## src/rtl/serial_pkg.sv

```systemverilog
// Shared types and constants for the serial data path (transmitter now, receiver later).
package serial_pkg;

    typedef enum logic [2:0] {
        IDLE   = 3'd0,
        START  = 3'd1,
        DATA   = 3'd2,
        PARITY = 3'd3,
        STOP   = 3'd4
    } tx_state_t;

    localparam logic LINE_IDLE  = 1'b1;
    localparam logic LINE_START = 1'b0;

    localparam int DEFAULT_CLKS_PER_BIT = 4;

endpackage

```

## src/rtl/serial_tx_bit_timer.sv

```systemverilog
// Bit-period timer: counts clocks within one serial bit and flags the last one.
module bit_timer
    import serial_pkg::*;
#(
    parameter int CLKS_PER_BIT = DEFAULT_CLKS_PER_BIT
) (
    input  logic clock,
    input  logic reset,
    input  logic clear,
    output logic tick
);

    localparam int TW = $clog2(CLKS_PER_BIT + 1);
    localparam logic [TW-1:0] LAST = TW'(CLKS_PER_BIT - 1);

    logic [TW-1:0] count_q;
    logic [TW-1:0] count_d;

    assign tick = (count_q == LAST);

    // Wrapping on tick keeps the count at 0 at the start of every new bit.
    always_comb begin
        count_d = count_q + TW'(1);
        if (clear || tick) begin
            count_d = '0;
        end
    end

    always_ff @(posedge clock or negedge reset) begin
        if (!reset) begin
            count_q <= '0;
        end else begin
            count_q <= count_d;
        end
    end

endmodule

```

## src/rtl/serial_tx.sv

```systemverilog
// Framed parallel-to-serial transmitter: start, WIDTH data bits LSB first, stop.
// Defining SERIAL_TX_PARITY_EN inserts an even-parity bit before the stop bit.
module serial_tx
    import serial_pkg::*;
#(
    parameter int WIDTH        = 8,
    parameter int CLKS_PER_BIT = DEFAULT_CLKS_PER_BIT
) (
    input  logic             clock,
    input  logic             reset,
    input  logic [WIDTH-1:0] data_in,
    input  logic             valid,
    output logic             ready,
    output logic             q,
    output logic             busy,
    output tx_state_t        state_dbg
);

    // Handshake: a word transfers on a rising edge where valid && ready;
    // ready is a registered copy of (state == IDLE), and inputs are ignored otherwise.

    localparam int BW = $clog2(WIDTH + 1);
    localparam logic [BW-1:0] LAST_BIT = BW'(WIDTH - 1);

    tx_state_t        state_q, state_d;
    logic [WIDTH-1:0] shift_q, shift_d;
    logic [BW-1:0]    bit_cnt_q, bit_cnt_d;
    logic             q_q, q_d;
    logic             ready_q, ready_d;
`ifdef SERIAL_TX_PARITY_EN
    logic             parity_q, parity_d;
`endif
    logic             tick;

    bit_timer #(
        .CLKS_PER_BIT(CLKS_PER_BIT)
    ) u_bit_timer (
        .clock(clock),
        .reset(reset),
        .clear(state_q == IDLE),
        .tick (tick)
    );

    // q is computed for the next state so the line comes straight from a flop.
    always_comb begin
        state_d   = state_q;
        shift_d   = shift_q;
        bit_cnt_d = bit_cnt_q;
        q_d       = q_q;
        ready_d   = ready_q;
`ifdef SERIAL_TX_PARITY_EN
        parity_d  = parity_q;
`endif
        case (state_q)
            IDLE: begin
                if (valid && ready_q) begin
                    state_d   = START;
                    shift_d   = data_in;
                    bit_cnt_d = '0;
                    q_d       = LINE_START;
                    ready_d   = 1'b0;
`ifdef SERIAL_TX_PARITY_EN
                    parity_d  = 1'b0;
`endif
                end
            end
            START: begin
                if (tick) begin
                    state_d = DATA;
                    q_d     = shift_q[0];
                end
            end
            DATA: begin
                if (tick) begin
                    shift_d   = shift_q >> 1;
                    bit_cnt_d = bit_cnt_q + BW'(1);
`ifdef SERIAL_TX_PARITY_EN
                    parity_d  = parity_q ^ shift_q[0];
`endif
                    if (bit_cnt_q == LAST_BIT) begin
`ifdef SERIAL_TX_PARITY_EN
                        state_d = PARITY;
                        q_d     = parity_q ^ shift_q[0];
`else
                        state_d = STOP;
                        q_d     = LINE_IDLE;
`endif
                    end else begin
                        q_d = shift_d[0];
                    end
                end
            end
`ifdef SERIAL_TX_PARITY_EN
            PARITY: begin
                if (tick) begin
                    state_d = STOP;
                    q_d     = LINE_IDLE;
                end
            end
`endif
            STOP: begin
                if (tick) begin
                    state_d = IDLE;
                    q_d     = LINE_IDLE;
                    ready_d = 1'b1;
                end
            end
            default: begin
                state_d = IDLE;
                q_d     = LINE_IDLE;
                ready_d = 1'b1;
            end
        endcase
    end

    always_ff @(posedge clock or negedge reset) begin
        if (!reset) begin
            state_q   <= IDLE;
            shift_q   <= '0;
            bit_cnt_q <= '0;
            q_q       <= LINE_IDLE;
            ready_q   <= 1'b1;
`ifdef SERIAL_TX_PARITY_EN
            parity_q  <= 1'b0;
`endif
        end else begin
            state_q   <= state_d;
            shift_q   <= shift_d;
            bit_cnt_q <= bit_cnt_d;
            q_q       <= q_d;
            ready_q   <= ready_d;
`ifdef SERIAL_TX_PARITY_EN
            parity_q  <= parity_d;
`endif
        end
    end

    assign q         = q_q;
    assign ready     = ready_q;
    assign busy      = ~ready_q;
    assign state_dbg = state_q;

endmodule

```

## config.mk

```make
export PLATFORM = sky130hd
export DESIGN_NAME = serial_tx
export DESIGN_NICKNAME = d
export VERILOG_FILES = /design/src/rtl/serial_pkg.sv /design/src/rtl/serial_tx_bit_timer.sv /design/src/rtl/serial_tx.sv
export SDC_FILE = /design/constraint.sdc
export NUM_CORES = 1
export LEC_CHECK = 0
export CAP_MARGIN = 20
export CORE_MARGIN = 4
export CORE_UTILIZATION = 40
export DETAILED_ROUTE_END_ITERATION = 7
export PLACE_DENSITY_LB_ADDON = 0.3
export SYNTH_ARGS = -nofsm -noshare
export SYNTH_HDL_FRONTEND = slang
export SYNTH_HIERARCHICAL = 1
export SYNTH_SLANG_ARGS = --single-unit
```

## constraint.sdc

```tcl
create_clock -name clock -period 1.67 [get_ports clock]
set_clock_uncertainty 0.05 [all_clocks]
set_input_delay 0.2505 -clock clock [delete_from_list [all_inputs] [get_ports clock]]
set_output_delay 0.2505 -clock clock [all_outputs]
set_load 0.01 [all_outputs]
```

==> flow_metrics.tcl, run 1 <==
set metrics [dict create \
    post-route-period-util_pct 96.6 \
    start_util_pct 41.9 \
    grt_antenna_before_repair 0 \
    cts-root-buf "clkbuf_4" \
    cp_data_required_time_ns 1.86 \
    synth_edf_count 0 \
    clockBufferDepth 2 \
    clockPowerShare_pct 33.5 \
    finalCriticalPeriod_ns 1.61 \
    yosys_register_bits 20 \
    finalSetupViolCount 0 \
    die_height_um 59.0 \
    grt_start_max_net_pins 21 \
    seq_area_frac_synth_pct 48.4 \
    r2r_start "u_bit_timer/count_q[0]" \
    stdcell_area_sq_mm 0.00139 \
    arrival_ns 1.80 \
    routed_wl_mm 2.04 \
    mappedNetlistArea_sq_mm 0.00104 \
    clock_latency_ns 0.30 \
    cts_max_level 1 \
    r2r_end "q" \
    cell_internal_pwr_uw 655 \
    syn_to_final_growth_pct 33.9 \
    drv_cap 0 \
    placed_area_sq_mm 0.00129 \
    instances_no_fill 160 \
    cts_tree "built" \
    slew_viol_final 0 \
    async_flop_share_pct 100 \
    cpMaxStageDelayCell "dfrtp_1" \
    switching_share_pct 20.3 \
    wl_met1_um 916 \
    synth_area_leaders "dfrtp_1, mux2i_1, dfstp_2" \
    start_kind "flop" \
    vias 805 \
    drc 0 \
    rows 18 \
    drt-pass1-iter-count 4 \
    post-synth-top-area-cell "dfrtp_1" \
    synth_cell_types 30 \
    dr_wl_met3_um 113 \
    syn_nets 116 \
    clk_pin_slew_ns 0.11 \
    synth_cells 102 \
    clock_sinks 20 \
    crit_path_end "q" \
    critPathKind "reg2reg" \
    hold_path.class "in2async" \
    final_core_util_pct 56.1 \
    routedWlPerCell_um 12.7 \
    grt_pass1_vias 752 \
    ys.flop_type "dfrtp_1" \
    r2r_slack_ns 0.06 \
    synth.top_cell.area_share_pct 43.4 \
    grt.total_usage_pct 12.4 \
    worstPathCellList "ha_2, ha_4, inv_2, a21oi_2, o31ai_1, mux2_2" \
    dp_slack_ns -0.0202 \
    powerDensity_mw_per_mm2 591 \
    max_freq_mhz 620 \
    max_stage_delay_ns 0.40 \
    wl_met2_um 979 \
    antenna_left 0 \
    die_w_um 59.0 \
    finalPower_uw 822 \
    port_buffers 16 \
    slew_headroom_pct 80.2 \
    path_max_fanout 5 \
    yosys_warnings 6 \
    numCtsBuffers 3 \
    finalSetupTns_ns 0 \
    r2r.worst_path.cells 6 \
    status "complete, no violations" \
    pin_count 17 \
    combPwrFrac_pct 5.9 \
    end_kind "flop" \
    diodes 0 \
    whs_ns 0.223 \
    drt-initial-drc-count 22 \
    leakage_nw 0.623 \
    final_layout_size_suffix_gt1_share_pct 25.4 \
    worstMarginPinSlew_ns 0.295 \
    power.net_switching_uw 167 \
    vias_per_cell 5.03 \
    startpoint "u_bit_timer/count_q[0]" \
    dieArea_sq_mm 0.00348 \
    rsz0062_at_grt "yes" \
    final_common_cell "dfrtp_1" \
    final_nets 145 \
    highest_layer "met4" \
    seqPwrFrac_pct 60.6 \
    worst_slack_ns 0.0572 \
    grt_pass1_wl_mm 3.27 \
    hold_buffers 0 \
    globalplace.congestion 0.788 \
    syn_avg_cell_area_sq_um 10.2 \
    peakVddDrop_mv 0.492 \
    final_cell_mix "dfrtp_1, nor2_1, clkdlybuf4s50_1, buf_4, a21oi_1" \
    hold_viol_final 0 \
    dp.cells 150 \
    post-dp-hpwl_mm 1.48 \
    core_sq_mm 0.00248 \
    grt-ovfl-total 0 \
]
## cell families (layout without fill, tap and decap cells)
logic type	Yosys count	in the layout	share of synthesized area (%)
muxes	9	9	8.80
AOI/OAI and AO/OA	25	25	16.1
buffers and inverters	14	42	6.51
xor gates and xnor gates	1	1	0.844
and+or+nand+nor	30	30	15.7
DFF	20	20	48.4
adders and majority gates	3	3	3.61
## worst max-delay path, delay by kind of cell, from the launching register on
kind	cells	cell delay (ns)
compound gates	2	0.29
fa+ha+maj	2	0.39
mux	1	0.36
buf+inv	1	0.06
flops	1	0.40
## power groups by stage
stage | sequential, mW | combinational, mW | clock (mW)
3_3_place_gp | 0.507 | 0.0489 | 0
4_1_cts | 0.498 | 0.0501 | 0.285
3_5_place_dp | 0.508 | 0.0499 | 0
6_report | 0.498 | 0.0488 | 0.275
2_1_floorplan | 0.506 | 0.0127 | 0
5_1_grt | 0.500 | 0.0545 | 0.313
## per-layer routing
layer / track usage, % / vias to the layer above
li1: - / 411
met1: 15.3 / 371
met2: 20.0 / 19
met3: 2.85 / 4
met4: 6.80 / 0
met5: 0 / -
## synth_stat cells (2+ instances only)
library cell	number
and3_1	2
nor2_1	12
nand2_1	3
nand3_1	2
buf_2	3
dfrtp_1	18
nor3_1	4
inv_1	8
mux2i_1	8
a21oi_1	10
dfstp_2	2
ha_1	3
nor3b_2	2
nor2b_1	3
a22oi_1	2
o21ai_0	4
buf_4	3
## cell type report
| type | instances | area, sq um |
|---|---|---|
| Sequential cell | 20 | 507 |
| Fill cell | 243 | 1090 |
| Multi-Input combinational cell | 68 | 494 |
| Tap cell | 30 | 37.5 |
| Inverter | 8 | 30.0 |
| Timing Repair Buffer | 30 | 285 |
| Clock buffer | 4 | 36.3 |
## repair_timing
action / in CTS / in global routing
setup buffers: 1 / 5
setup endpoints to repair: 6 / 9
resized for setup: 7 / 2
pin swaps: 0 / 3
## worst min-delay path by stage
stage	start	endpoint	slack [ns]
4_1_cts	reset	shift_q[1]	0.22
5_1_grt	reset	state_dbg[2]	0.23
2_1_floorplan	reset	bit_cnt_q[0]	-0.1
3_5_place_dp	u_bit_timer/count_q[0]	u_bit_timer/count_q[0]	0.39
3_3_place_gp	u_bit_timer/count_q[0]	u_bit_timer/count_q[0]	0.37
6_report	reset	state_dbg[2]	0.22
## flip-flops by register name, summed over array words and instances (netlist names)
register and flops:
bit_cnt_q 4, q 1, ready 1, shift_q 8, state_dbg 3, u_bit_timer/count_q 3
Note: power is estimated with default switching activity, not from simulation.
==> inputs of run 2 (changes only) <==
--- a/config.mk
+++ b/config.mk
@@ -7,7 +7,7 @@
 export LEC_CHECK = 0
 export CAP_MARGIN = 20
 export CORE_MARGIN = 4
-export CORE_UTILIZATION = 40
+export CORE_UTILIZATION = 46
 export DETAILED_ROUTE_END_ITERATION = 7
 export PLACE_DENSITY_LB_ADDON = 0.3
 export SYNTH_ARGS = -nofsm -noshare
==> run 2 against run 1 <==
Against the previous run: design area down 1.3%; global-route usage up 1.1 points; hold slack better by 0.0062 ns; sequential share of layout area up 0.47 points; largest power group unchanged; via count up 3.6%; sequential power about the same; power up 0.65%; cell count down 0.63%; critical endpoint unchanged; count of clock-buffer cells in the layout unchanged; register-to-register slack about the same; critical path depth unchanged; critical path type unchanged.
==> flow_metrics.tcl, run 2 (synthesis gave the netlist of run 1 again) <==
set metrics [dict create \
    status "complete, no violations" \
    clk_pin_slew_ns 0.11 \
    max_stage_delay_ns 0.40 \
    grt_pass1_wl_mm 3.42 \
    vias_per_cell 5.25 \
    diodes 0 \
    clockBufferDepth 2 \
    dp_slack_ns -0.0333 \
    worstPathCellList "ha_2, ha_4, inv_2, a21oi_1, o31ai_1, mux2_2" \
    drv_cap 0 \
    top_register "shift_q" \
    clock_sinks 20 \
    cp_data_required_time_ns 1.86 \
    grt-ovfl-total 0 \
    leakage_nw 0.629 \
    combPwrFrac_pct 5.9 \
    slew_headroom_pct 81.4 \
    grt_pass1_vias 821 \
    arrival_ns 1.80 \
    cpMaxStageDelayCell "dfrtp_1" \
    start_kind "flop" \
    clock_latency_ns 0.30 \
    power.net_switching_uw 172 \
    hold_viol_final 0 \
    start_util_pct 50.9 \
    die_height_um 55.5 \
    finalSetupViolCount 0 \
    critPathKind "reg2reg" \
    final_layout_size_suffix_gt1_share_pct 25.8 \
    powerDensity_mw_per_mm2 603 \
    hold_path.class "in2async" \
    path_max_fanout 5 \
    final_core_util_pct 67.2 \
    r2r_slack_ns 0.06 \
    globalplace.congestion 0.817 \
    grt_antenna_before_repair 0 \
    hold_buffers 0 \
    max_freq_mhz 623 \
    drc 0 \
    routedWlPerCell_um 12.8 \
    final_cell_mix "buf_4, dfrtp_1, nor2_1, clkdlybuf4s50_1, a21oi_1" \
    worstMarginPinSlew_ns 0.277 \
    rsz0062_at_grt "yes" \
    antenna_left 0 \
    dieArea_sq_mm 0.00308 \
    grt.total_usage_pct 13.5 \
    post-dp-hpwl_mm 1.48 \
    drt-initial-drc-count 12 \
    routed_wl_mm 2.03 \
    cts_tree "built" \
    end_kind "flop" \
    r2r.worst_path.cells 6 \
    peakVddDrop_mv 0.496 \
    die_w_um 55.5 \
    cts_max_level 1 \
    cts-root-buf "clkbuf_4" \
    largest_reg_flops 8 \
    numCtsBuffers 3 \
    r2r_start "u_bit_timer/count_q[0]" \
    switching_share_pct 20.8 \
    clockPowerShare_pct 33.9 \
    vias 834 \
    cell_internal_pwr_uw 655 \
    final_common_cell "buf_4" \
    drt-pass1-iter-count 4 \
    finalCriticalPeriod_ns 1.61 \
    rows 16 \
    seqPwrFrac_pct 60.2 \
    pin_count 17 \
    grt_start_max_net_pins 21 \
    final_nets 147 \
    post-route-period-util_pct 96.1 \
    port_buffers 16 \
    top_regs "shift_q (8), bit_cnt_q (4)" \
    syn_to_final_growth_pct 32.2 \
    core_sq_mm 0.00204 \
    r2r_end "q" \
    worst_slack_ns 0.0646 \
    slew_viol_final 0 \
]
## run 2: changes by cell type in the layout (fill, tap and decap cells not counted)
cell and change:
buf_4 +4, a21oi_1 +1, a21oi_2 -1, buf_12 -2, o21ai_1 +1, o21ai_0 -1
## run 2: critical path, delay by kind of cell (launching register included)
| family | cells | cell delay (ns) |
|---|---|---|
| flops | 1 | 0.40 |
| mux | 1 | 0.37 |
| fa+ha+maj | 2 | 0.36 |
| compound gates | 2 | 0.30 |
| buf+inv | 1 | 0.06 |
## run 2: how the worst max path moves through the flow
stage	end	from	slack, ns
2_1_floorplan	bit_cnt_q[2]	u_bit_timer/count_q[0]	-0.02
3_3_place_gp	q	valid	0.04
3_5_place_dp	q	valid	-0.03
4_1_cts	state_dbg[2]	state_dbg[2]	0.006
5_1_grt	shift_q[4]	u_bit_timer/count_q[0]	-0.007
6_report	q	u_bit_timer/count_q[0]	0.06
## run 2: routing by layer
metal / up-vias / share of wire (%) / global-route usage (%)
li1: 418 / - / -
met1: 395 / 44 / 15.8
met2: 17 / 50 / 22.6
met3: 4 / 5.3 / 3.26
met4: 0 / 1.1 / 7.29
met5: - / 0 / 0
## run 2: final cells by class
type / count / area (sq um)
inverter: 8 / 30.0
timing repair buffer: 32 / 275
clock buffer: 4 / 36.3
fill: 171 / 669
sequential: 20 / 507
multi-input combinational: 68 / 490
tap: 27 / 33.8
## run 2: power by group through the flow
stage                     combinational [mW]  clock [mW]  sequential [mW]
after global routing                  0.0553       0.306            0.499
after detailed placement              0.0499           0            0.507
after global placement                0.0488           0            0.507
after CTS                             0.0501       0.290            0.498
after floorplan                       0.0127           0            0.506
final                                 0.0489       0.281            0.498
## run 2: timing repair
item | 4_1_cts | 5_1_grt
gates resized for setup | 8 | 1
setup endpoints to repair | 7 | 3
pin swaps | 2 | 1
cloned | 0 | 0
buffers inserted | 4 | 3
## run 2: metrics by stage
step | setup TNS [ns] | cell area (sq um) | hold slack, ns | total power, mW | instances
final | 0 | 1370 | 0.229 | 0.828 | 159
after global routing | -0.00650 | 1370 | 0.239 | 0.860 | 159
after CTS | 0 | 1350 | 0.230 | 0.838 | 156
after detailed placement | -0.0333 | 1280 | 0.386 | 0.557 | 148
after global placement | 0 | 1280 | 0.374 | 0.555 | 148
after floorplan | -0.0196 | 1070 | -0.0951 | 0.518 | 102
